===== config.mk =====
export PLATFORM = sky130hd
export DESIGN_NAME = hazard3_dport_arbiter
export DESIGN_NICKNAME = d
export VERILOG_FILES = /design/src/rtl/hazard3_dport_arbiter.sv
export SDC_FILE = /design/constraint.sdc
export NUM_CORES = 1
export LEC_CHECK = 0
export CAP_MARGIN = 20
export CORE_AREA = 2 2 118 120
export CTS_BUF_LIST = sky130_fd_sc_hd__clkbuf_16
export CTS_CLUSTER_SIZE = 25
export DETAILED_ROUTE_END_ITERATION = 10
export DIE_AREA = 0 0 120 122
export DONT_BUFFER_PORTS = 1
export GPL_TIMING_DRIVEN = 1
export PLACE_DENSITY = 0.3
export SKIP_LAST_GASP = 1
export SLEW_MARGIN = 20
export SYNTH_ARGS = -nofsm -noshare
export SYNTH_HDL_FRONTEND = slang
export SYNTH_SLANG_ARGS = --single-unit
export TNS_END_PERCENT = 50

===== constraint.sdc =====
create_clock -name clk -period 2.2 [get_ports clk]
set_input_delay 0.44 -clock clk [delete_from_list [all_inputs] [get_ports clk]]
set_output_delay 0.44 -clock clk [all_outputs]
set_load 0.05 [all_outputs]

===== src/rtl/hazard3_dport_arbiter.sv =====
// rtl/hazard3_dport_arbiter.sv - N-way AHB5 data-port arbiter with fixed-priority or round-robin grant
module hazard3_dport_arbiter #(
    parameter int               N_SRC       = 2,
    parameter int               W_ADDR      = 32,
    parameter int               W_DATA      = 32,
    parameter bit               ROUND_ROBIN = 1'b0,
    parameter logic [N_SRC-1:0] PIPE_MASK   = {N_SRC{1'b1}}
) (
    input  logic                      clk,
    input  logic                      rst_n,
    input  logic [N_SRC-1:0]          src_aph_req,
    input  logic [N_SRC-1:0]          src_aph_excl,
    input  logic [N_SRC*W_ADDR-1:0]   src_haddr,
    input  logic [N_SRC-1:0]          src_hwrite,
    input  logic [N_SRC*3-1:0]        src_hsize,
    input  logic [N_SRC-1:0]          src_priv,
    input  logic [N_SRC*W_DATA-1:0]   src_wdata,
    output logic [N_SRC-1:0]          src_aph_ready,
    output logic [N_SRC-1:0]          src_dph_ready,
    output logic [N_SRC-1:0]          src_dph_err,
    output logic [N_SRC-1:0]          src_dph_exokay,
    output logic [W_DATA-1:0]         src_rdata,
    output logic [W_ADDR-1:0]         haddr,
    output logic                      hwrite,
    output logic [1:0]                htrans,
    output logic [2:0]                hsize,
    output logic [2:0]                hburst,
    output logic [3:0]                hprot,
    output logic                      hmastlock,
    output logic [7:0]                hmaster,
    output logic                      hexcl,
    input  logic                      hready,
    input  logic                      hresp,
    input  logic                      hexokay,
    output logic [W_DATA-1:0]         hwdata,
    input  logic [W_DATA-1:0]         hrdata
);

    localparam int W_PTR = (N_SRC > 1) ? $clog2(N_SRC) : 1;

    logic             hold_aph_q, hold_aph_d;
    logic [N_SRC-1:0] gnt_prev_q;
    logic [N_SRC-1:0] dph_active_q, dph_active_d;
    logic [W_PTR-1:0] rr_ptr_q, rr_ptr_d;
    logic [N_SRC-1:0] eligible;
    logic [N_SRC-1:0] gnt;
    logic [W_PTR-1:0] gnt_idx;
    logic             aph_priv;

    assign eligible = src_aph_req & (PIPE_MASK | ~dph_active_q);

    // Rank each eligible source by its distance from the priority origin
    // (index 0 for fixed priority, rr_ptr for round-robin); the nearest wins.
    always_comb begin
        int sel;
        int best;
        int rel;
        sel  = -1;
        best = N_SRC;
        rel  = 0;
        gnt  = '0;
        if (hold_aph_q) begin
            gnt = gnt_prev_q;
        end else begin
            for (int i = 0; i < N_SRC; i++) begin
                rel = ROUND_ROBIN ? (i - int'(rr_ptr_q)) : i;
                if (rel < 0) rel = rel + N_SRC;
                if (eligible[i] && rel < best) begin
                    best = rel;
                    sel  = i;
                end
            end
            for (int i = 0; i < N_SRC; i++) gnt[i] = (sel == i);
        end
    end

    always_comb begin
        gnt_idx = '0;
        for (int i = 0; i < N_SRC; i++) begin
            if (gnt[i]) gnt_idx = W_PTR'(i);
        end
    end

    // With no grant the bus shows source 0's fields under an IDLE transfer.
    always_comb begin
        haddr    = src_haddr[W_ADDR-1:0];
        hwrite   = src_hwrite[0];
        hsize    = src_hsize[2:0];
        aph_priv = src_priv[0];
        hexcl    = src_aph_excl[0];
        for (int i = 0; i < N_SRC; i++) begin
            if (gnt[i]) begin
                haddr    = src_haddr[i*W_ADDR +: W_ADDR];
                hwrite   = src_hwrite[i];
                hsize    = src_hsize[i*3 +: 3];
                aph_priv = src_priv[i];
                hexcl    = src_aph_excl[i];
            end
        end
    end

    always_comb begin
        hwdata = '0;
        for (int i = 0; i < N_SRC; i++) begin
            if (dph_active_q[i]) hwdata = src_wdata[i*W_DATA +: W_DATA];
        end
    end

    assign htrans    = (|gnt) ? 2'b10 : 2'b00;
    assign hburst    = 3'b000;
    assign hmastlock = 1'b0;
    assign hprot     = {2'b00, aph_priv, 1'b1};
    assign hmaster   = 8'(gnt_idx);
    assign src_rdata = hrdata;

    assign src_aph_ready  = {N_SRC{hready}}  & gnt;
    assign src_dph_ready  = {N_SRC{hready}}  & dph_active_q;
    assign src_dph_err    = {N_SRC{hresp}}   & dph_active_q;
    assign src_dph_exokay = {N_SRC{hexokay}} & dph_active_q;

    // An error response drops the hold so the stalled address phase can be
    // re-arbitrated (AHB cancel) rather than forced through.
    assign hold_aph_d   = (|gnt) && !hready && !hresp;
    assign dph_active_d = hready ? gnt : dph_active_q;

    always_comb begin
        rr_ptr_d = rr_ptr_q;
        if (hready && (|gnt)) begin
            rr_ptr_d = (gnt_idx == W_PTR'(N_SRC - 1)) ? '0 : gnt_idx + W_PTR'(1);
        end
    end

    always_ff @(posedge clk or negedge rst_n) begin
        if (!rst_n) begin
            hold_aph_q   <= 1'b0;
            gnt_prev_q   <= '0;
            dph_active_q <= '0;
            rr_ptr_q     <= '0;
        end else begin
            hold_aph_q   <= hold_aph_d;
            gnt_prev_q   <= gnt;
            dph_active_q <= dph_active_d;
            rr_ptr_q     <= rr_ptr_d;
        end
    end

endmodule


# Yosys cells after proc, flatten, opt, wreduce, memory -nomap -nowiden
# Cells that the tools add are included.
# totals
out_inout_bits,127
inputBits,179
register_bits,5
# op_classes
order_cmp,1
n_mux,15
n_bitwise,4
reduce_logical,7
eq_ne,1
# ops
op,count
two-way mux 32 bit,7
equality test 32 x 2 -> 1 bit (second input constant),1
logical NOT 32 bit,1
< comparator 2 x 32 -> 1 bit (first input constant),1
bitwise AND 2 bit,4
two-way mux 2 bit,3
two-way mux 1 bit,4
logical AND 1 bit,3
two-way mux 3 bit,1
logical NOT 1 bit,2
OR reduction 2 bit,1

# Longest topological paths before layout
# Gate-level depths: netlist of run 1.
# depth
word_depth,11
ltp_mapped,5

# Worst setup path before layout of run 1
# OpenSTA, ideal clock, no wires.
# synth_path
path_kind,register to output
start,register dph_active_q[1]
end,output hwdata[30]
path_buffers,2
arrival_ns,1.814
stages_incl_launch_ff,4
path_slack_ns,-0.054
path_cell_list,dfrtp_1 -> buf_2 -> clkbuf_1 -> o21ai_0
# synth_via
elab_chain_len,1
# synth_lines
item,line_no,rtl
"start, declared",43,"logic [N_SRC-1:0] dph_active_q, dph_active_d;"
"start signal, assigned",142,dph_active_q <= dph_active_d;
two-way mux 32 bit,105,if (dph_active_q[i]) hwdata = src_wdata[i*W_DATA +: W_DATA];
"end, declared",35,"output logic [W_DATA-1:0] hwdata,"
# Every way passes these cells.

# Worst setup path after layout of run 1
# layout_path
start,register hold_aph_q
end,output haddr[28]
# layout_via
elab_chain_len,2
# layout_lines
item,line_no,rtl
"start, declared",41,"logic hold_aph_q, hold_aph_d;"
"start signal, assigned",140,hold_aph_q <= hold_aph_d;
two-way mux 2 bit,62,if (hold_aph_q) begin
two-way mux 32 bit,92,if (gnt[i]) begin
"end, declared",23,"output logic [W_ADDR-1:0] haddr,"
# Every way passes these cells.

==> results.md, run 1 <==
- The flow ran to the end, and the final reports show no timing, DRC or antenna violations.
- On the final layout, the worst clock skew is 0.000315 ns.
- The area of combinational cells with multiple inputs is 922 sq um.
- After layout, the worst setup slack is 0.130 ns.
- The floorplan core area is 13500 sq um.
- In the final design database the tool counted 344 nets.
- Pin placement for this block handled 306 I/O pins.
- The synthesized netlist devotes 6.81% of its cell area to simple gates.
- The maximum ir drop on the vdd rail is 0.179 mV.
- For this design the static power due to leakage is 0.888 nW.
- The die covers 14600 sq um.
- The worst pin sits at a relative slew slack of 63.4%.
- Based on the critical path, the design can be clocked at up to 483 MHz.
- The number of synthesized flops with an enable pin is 0.
- The cell count after placement is 339.
- The number of antenna diodes in the final layout is 0.
- The required time of the critical path is 1.76 ns.
- The final number of hold-violating endpoints is 0.
- The cell count after synthesis is 162.
- The total via count in the routed design is 1193.
- The mux cell area share after synthesis is 31.3%.
- Of all flip-flops after synthesis, the portion carrying an async set or reset was 100%.
- Global routing used 5.76% of the available tracks.
- The post-place setup slack is 0.211 ns.
- After synthesis, the cell types taking the most area are sky130_fd_sc_hd__mux2_2, sky130_fd_sc_hd__buf_4, sky130_fd_sc_hd__a22o_1.
- STA classifies the critical path startpoint as a register.
- Fill cells in the final layout number 1492.
- Counting I/O delays and the setup requirement, the final critical path takes 2.07 ns.
- The share of Yosys cell area claimed by the top area cell type is 27.5%.
- The share of the yosys chip area belonging to registers is 8.73%.
- The count of unique library cells instantiated by Yosys is 21.
- The first routing iteration left 18 violations.
- For this run, the leading register cell type out of synthesis is sky130_fd_sc_hd__dfrtp_1.
- Setup violations remaining at the end of the flow were counted as 0.
- The total overflow left after global routing is 0.
- The kind of end point of the critical path is an output port.
- The share of final-layout standard cells stronger than drive strength 1 is 55.5%.
- In the final routed layout, each cell accounts on average for 14.2 um.
- The number of vias per cell after detailed routing is 3.47.
- TritonCTS built the clock tree.
- Along the worst path, the maximum fanout reaches 22.
- Across the run, the number of max-cap violations was 0.
- The number of clock sinks is 5.
- In this run the remaining antenna-violating nets after routing total 0.
- Measured along the x axis, the die boundary spans 120 um.
- The max-slew violation total from the final report is 0.
- After routing, the total negative slack on setup checks comes to 0 ns.
- In this run the deepest clock path goes through 2 buffers.
- The initial antenna violation count is 0.
- After synthesis, the largest family of logic cells by area is buffers and inverters.
- TritonCTS created 3 clock buffers.
- The fraction of the mapped netlist area in compound gates is 20.9%.
- The DRC violation count after routing is 0.
- Clock-pin slew was measured on the worst setup and hold paths at 0.03 ns.
- The leading cell type by number of instances after synthesis is sky130_fd_sc_hd__buf_4.
- The final clock period utilization by the worst path is 94.1%.
- The design draws 1.67 mW.
- The signed area change from the synthesized netlist to the final layout is 50.8%.
- The via count of the first global-routing pass is 1062.
- The arrival time of data at the critical path endpoint is 1.63 ns.
- Summing the areas of all xor and xnor instances in the mapped netlist gives 0% of the synthesized area.
- By count the netlist is led by sky130_fd_sc_hd__buf_4, sky130_fd_sc_hd__mux2_2, sky130_fd_sc_hd__a22o_1.
- The effective utilization at floorplan is 10.6%.
- The global-route wire length before repair is 6.33 mm.
- The mapped netlist covers 1430 sq um.
- The HPWL reported at the end of detailed placement is 4.38 mm.
- The count of port buffers added during placement is 0.
- Leaving out filler cells and counting taps, the final layout contains 344.
- The final RePlAce weighted congestion is 0.766.
- The floorplan row count is 43.
- Walking the worst path, the cells encountered are nor3b_2, a21oi_4, buf_6, mux2_2.
- In this run the clock root is driven by a sky130_fd_sc_hd__clkbuf_16.
- The clock reaches the later pin of the worst-skew pair after 0.23 ns.
- For this run, the slowest stage of the critical path takes 0.49 ns.
- The class of the most critical setup path is reg2out.
- After detailed routing, the total wire length is 4.89 mm.
- The measured slew at the worst slew-check pin is 0.553 ns.
- The standard cell with the maximum stage delay on the critical path is sky130_fd_sc_hd__mux2_2.
- During synthesis, Yosys emitted a total of 0 warnings.
- The cell area after layout is 2160 sq um.
- The adder-cell area share of the yosys netlist is 0%.
- The cell family contributing the most delay on the critical path is multiplexers.
- Entering global routing, the biggest net connects 28 pins.
- The cell area power density is 775 nW/um^2.
- In this run the mean area of a mapped cell was 8.85 sq um.
- The register cell area after layout is 126 sq um.
- The number of H-tree levels is 1.
- The number of synthesized register bits is 5.
- The count of buffering cells on the critical path with inverters included is 1.
- The cell type with the largest total area after synthesis is sky130_fd_sc_hd__mux2_2.
- The worst min-delay path class is in2reg.
- Summing all placed instances gives a cell area of 2060 sq um.
- The chip height is 122 um.
- Before antenna repair, the detailed router went through 4 iterations.
- Setup repair after global routing left no endpoint under its margin.
==> timing repair <==
item                                   in CTS  in global routing
setup buffers                               0                  0
endpoints found under the hold margin       5                  0
gates resized for setup                     2                  2
setup endpoints to repair                  22                 22
hold buffers                                1                  0
==> worst paths after layout <==
check | start | end | slack [ns] | cells after the start
min | hresp | hold_aph_q | 0.27 | 1
max reg2reg | hold_aph_q | dph_active_q[1] | 1.04 | 4
max | hold_aph_q | haddr[28] | 0.13 | 4
min in group asynchronous | rst_n | dph_active_q[1] | 0.54 | 1
max in group asynchronous | rst_n | hold_aph_q | 1.41 | 1
min reg2reg | gnt_prev_q[0] | gnt_prev_q[0] | 0.58 | 2
==> report_power, final <==
part	internal [mW]	switching, mW	leakage, nW
logic	0.460	0.806	0.786
registers	0.101	0.00799	0.0594
clock network	0.236	0.0635	0.0423
==> cells by family (layout without fill, tap and decap cells) <==
family,Yosys count,after routing
buffers and inverters,63,52
muxes,39,39
AOI/OAI and AO/OA,36,36
and+or+nand+nor,17,17
DFF,5,5
other,2,15
==> area by class of cell <==
type                    count  area share, %
clock buffers               3           3.47
clock inverters             1          0.174
inverters                   2          0.347
multi-input cells         107           42.7
flip-flops and latches      5           5.84
well taps                 180           10.4
repair buffers             46           37.1
==> per-layer routing <==
| layer | wire, um | GRT usage [%] | vias up | share of wire (%) |
|---|---|---|---|---|
| met5 | 0 | 0 | - | 0 |
| met4 | 75 | 2.79 | 0 | 1.5 |
| met3 | 585 | 2.53 | 9 | 12 |
| met2 | 2570 | 9.13 | 123 | 52 |
| met1 | 1660 | 6.63 | 542 | 34 |
| li1 | - | - | 519 | - |
==> metrics by stage <==
| stage | hold WS [ns] | util [%] |
|---|---|---|
| floorplan | 0.144 | - |
| detailed placement | 0.145 | 15.3 |
| global route | 0.267 | 16.0 |
| CTS | 0.274 | 16.0 |
| global placement | 0.145 | 15.3 |
| finish | 0.274 | 16.0 |
==> layout by cell type, fill, tap and decap left out <==
| master | instances |
|---|---|
| sky130_fd_sc_hd__buf_6 | 1 |
| sky130_fd_sc_hd__and2_1 | 6 |
| sky130_fd_sc_hd__a21oi_4 | 1 |
| sky130_fd_sc_hd__dfrtp_1 | 4 |
| sky130_fd_sc_hd__nor2b_2 | 1 |
| sky130_fd_sc_hd__o21ai_1 | 1 |
| sky130_fd_sc_hd__nor2b_1 | 1 |
| sky130_fd_sc_hd__dfrtp_2 | 1 |
| sky130_fd_sc_hd__dlygate4sd3_1 | 1 |
| sky130_fd_sc_hd__nor3_1 | 1 |
| sky130_fd_sc_hd__nor3b_2 | 1 |
| sky130_fd_sc_hd__buf_4 | 8 |
| sky130_fd_sc_hd__mux2_4 | 4 |
| sky130_fd_sc_hd__a21oi_1 | 3 |
| sky130_fd_sc_hd__and2b_2 | 1 |
| sky130_fd_sc_hd__nor3b_1 | 1 |
| sky130_fd_sc_hd__buf_12 | 36 |
| sky130_fd_sc_hd__nand2_1 | 2 |
| sky130_fd_sc_hd__mux2i_1 | 1 |
| sky130_fd_sc_hd__mux2_2 | 34 |
| sky130_fd_sc_hd__inv_1 | 3 |
| sky130_fd_sc_hd__clkbuf_16 | 3 |
| sky130_fd_sc_hd__a22o_1 | 31 |
| sky130_fd_sc_hd__conb_1 | 15 |
| sky130_fd_sc_hd__nor2_1 | 3 |
==> registers in the layout (all words and copies together) (netlist names) <==
signal and count:
dph_active_q 2, hold_aph_q 1, gnt_prev_q 2
Power figures use the tool's default switching activity.
==> inputs of run 2 (changes only) <==
--- a/config.mk
+++ b/config.mk
@@ -6,11 +6,11 @@
 export NUM_CORES = 1
 export LEC_CHECK = 0
 export CAP_MARGIN = 20
-export CORE_AREA = 2 2 118 120
+export CORE_AREA = 2 2 120 122
 export CTS_BUF_LIST = sky130_fd_sc_hd__clkbuf_16
 export CTS_CLUSTER_SIZE = 25
 export DETAILED_ROUTE_END_ITERATION = 10
-export DIE_AREA = 0 0 120 122
+export DIE_AREA = 0 0 122 124
 export DONT_BUFFER_PORTS = 1
 export GPL_TIMING_DRIVEN = 1
 export PLACE_DENSITY = 0.3
==> results.md, run 2 (same netlist as run 1, synthesis figures left out) <==
- The number of I/O pins is 306 (unchanged).
- The startpoint of the most critical setup path is hold_aph_q.
- The count of buffering cells on the critical path with inverters included is 1 (unchanged).
- The logic depth of the worst setup path including buffers was 4 (unchanged).
- The maximum fanout along the worst path was 41 (+86%).
- Among all stages on the critical path, the largest delay is contributed by sky130_fd_sc_hd__mux2_2.
- The post-place setup slack is 0.276 ns (+0.0656 ns).
- The maximum achievable frequency is 473 MHz (-2.0%).
- The global-route wire length before repair is 6.00 mm (-5.1%).
- In the final layout, the registers with the most flip-flops are dph_active_q: 2 flops, gnt_prev_q: 2 flops, hold_aph_q: 1 flops.
- The post-layout instance count excluding filler cells is 343 (-0.29%).
- The worst-skew pair later-pin latency came to 0.22 ns (about the same).
- The maximum cell stage delay along the critical path was 0.49 ns (about the same).
- The number of vias per cell after detailed routing is 3.46 (-0.13%).
- The final number of hold-violating endpoints is 0 (unchanged).
- The mean routed wirelength per cell is 14.9 um (+4.7%).
- The number of nets at the end of the flow came to 343 (-0.29%).
- The arrival time of data at the critical path endpoint is 1.67 ns (+0.04 ns).
- The required time of the critical path is 1.76 ns (about the same).
- The number of buffers inserted during clock tree synthesis is 3 (unchanged).
- The cell area after layout is 2130 sq um (-1.3%).
- The max-slew violation total from the final report is 0 (unchanged).
- The critical path launch point type is a register.
- The measured slew at the worst slew-check pin is 0.560 ns (+0.00688 ns).
- The startpoint of the worst-slack reg-to-reg timing path is hold_aph_q.
- The critical path goes through nor3b_2, a21oi_4, buf_12, mux2_2.
- The final RePlAce weighted congestion is 0.764 (-0.21%).
- The setup slack of the most critical reg-to-reg path is 0.98 ns (-0.06 ns).
- The total negative setup slack is 0 ns (unchanged).
- In this run the critical register-to-register path is captured at dph_active_q[1].
- TritonCTS built the clock tree.
- The worst-case clock buffer depth is 2 (unchanged).
- The tightest min-delay check is of the in2reg type.
- The critical path's top delay family is multiplexers.
- The area after detailed placement is 2040 sq um (-0.97%).
- The kind of end point of the critical path is an output port.
- The width of the die is 122 um (+1.7%).
- The floorplan row count is 43 (unchanged).
- The root cell of the clock tree is sky130_fd_sc_hd__clkbuf_16.
- The via count of the first global-routing pass is 1099 (+3.5%).
- The final critical-path setup slack was 0.0880 ns (-0.0423 ns).
- The effective utilization at floorplan is 10.5% (-0.17 points).
- The number of setup violations in the final report came to 0 (unchanged).
- The first-pass iteration count of the detailed router is 2 (-2).
- The number of clock sinks came to 5 (unchanged).
- The HPWL reported at the end of detailed placement came to 4.53 mm (+3.4%).
- The final-layout worst hold slack is 0.281 ns (+0.00680 ns).
- The share of final-layout standard cells stronger than drive strength 1 is 54.6% (-0.89 points).
- The headroom to the max-slew limit came to 62.9% (-0.46 points).
- The launch point of the worst hold path is hresp.
- The final clock period utilization by the worst path is 96.0% (+1.9 points).
- The cell area power density is 777 nW/um^2 (+0.24%).
- The initial antenna violation count is 0 (unchanged).
- The post-layout minimum cycle time is 2.11 ns (+0.0423 ns).
- The floorplan core area was 13700 sq um (+1.6%).
- In this run the worst setup path terminates at hsize[1].
- The area growth from synthesis to layout is 48.8%.
- Setup repair after global routing left no endpoint under its margin.
- In the layout the commonest cells are sky130_fd_sc_hd__mux2_2, sky130_fd_sc_hd__buf_12, sky130_fd_sc_hd__a22o_1.
- The largest clock skew in the final design is 0.000411 ns (+0.0000965 ns).
- The static leakage is 0.874 nW (-1.5%).
- The clock edge transition at the registers on the reported setup and hold paths came to 0.03 ns (about the same).
- The number of max-cap violations came to 0 (unchanged).
- The pin count of the biggest net entering global routing is 42 (+50%).
- The number of buffers inserted to repair setup after CTS is 0 (unchanged).
- The maximum ir drop on the vdd rail came to 0.150 mV (-16%).
- The chip height is 124 um (+1.6%).
- The flow ran to the end, and the final reports show no timing, DRC or antenna violations.
- By startpoint and endpoint, the worst setup path is classified as reg2out.
- The number of H-tree levels was 1 (unchanged).
- The die area is 15100 sq um (+3.3%).
- The post-detailed-routing wire length is 5.10 mm (+4.4%).
- The cell count after placement is 338 (-0.29%).
- The number of nets still failing antenna checks after routing came to 0 (unchanged).
- The leftover overflow at the end of global routing was 0 (unchanged).
- The initial DRC count is 14 (-4).
- The count of filler cells inserted in the layout came to 1525 (+2.2%).
- The count of port buffers added during placement is 0 (unchanged).
- The antenna cell count is 0 (unchanged).
- The total via count in the routed design came to 1188 (-0.42%).
- The global-route usage over all layers was 5.45% (-0.31 points).
- The DRC violation count after routing is 0 (unchanged).
- The worst reg-to-reg path cell count is 4 (unchanged).
==> run 2: where the power goes <==
part           switching, mW  internal (mW)
Combinational          0.806          0.452
Clock                 0.0561          0.235
Sequential           0.00736          0.101
==> run 2: area by class of cell <==
class	instances	area [sq um]	area share, %
repair buffers	45	778	36.5
flip-flops and latches	5	125	5.87
well taps	180	225	10.6
clock inverters	1	3.75	0.176
multi-input cells	107	918	43.0
clock buffers	3	75.1	3.52
inverters	2	7.51	0.352
==> run 2: metrics by stage <==
stage,utilization [%],power (mW)
floorplan,-,1.14
global placement,14.9,1.38
detailed placement,14.9,1.37
CTS,15.5,1.68
global route,15.5,1.71
finish,15.5,1.66
==> run 2: worst min path at each step <==
| stage | end | slack, ns | cells past startpoint |
|---|---|---|---|
| floorplan | dph_active_q[0] | 0.14 | 0 |
| global placement | gnt_prev_q[1] | 0.14 | 0 |
| detailed placement | gnt_prev_q[1] | 0.14 | 0 |
| CTS | hold_aph_q | 0.28 | 1 |
| global route | hold_aph_q | 0.28 | 1 |
| finish | hold_aph_q | 0.28 | 1 |
==> run 2: metal layers <==
metal	global-route usage (%)	routed length [um]	vias to the layer above
met5	0	0	-
met4	2.87	87	0
met3	1.74	495	10
met2	9.11	2700	120
met1	6.22	1820	541
li1	-	-	517
==> run 2: repair_timing <==
| item | CTS | global route |
|---|---|---|
| hold endpoints to repair | 5 | 0 |
| hold buffers | 1 | 0 |
| setup endpoints to repair | 0 | 39 |
| resized for setup | 0 | 1 |
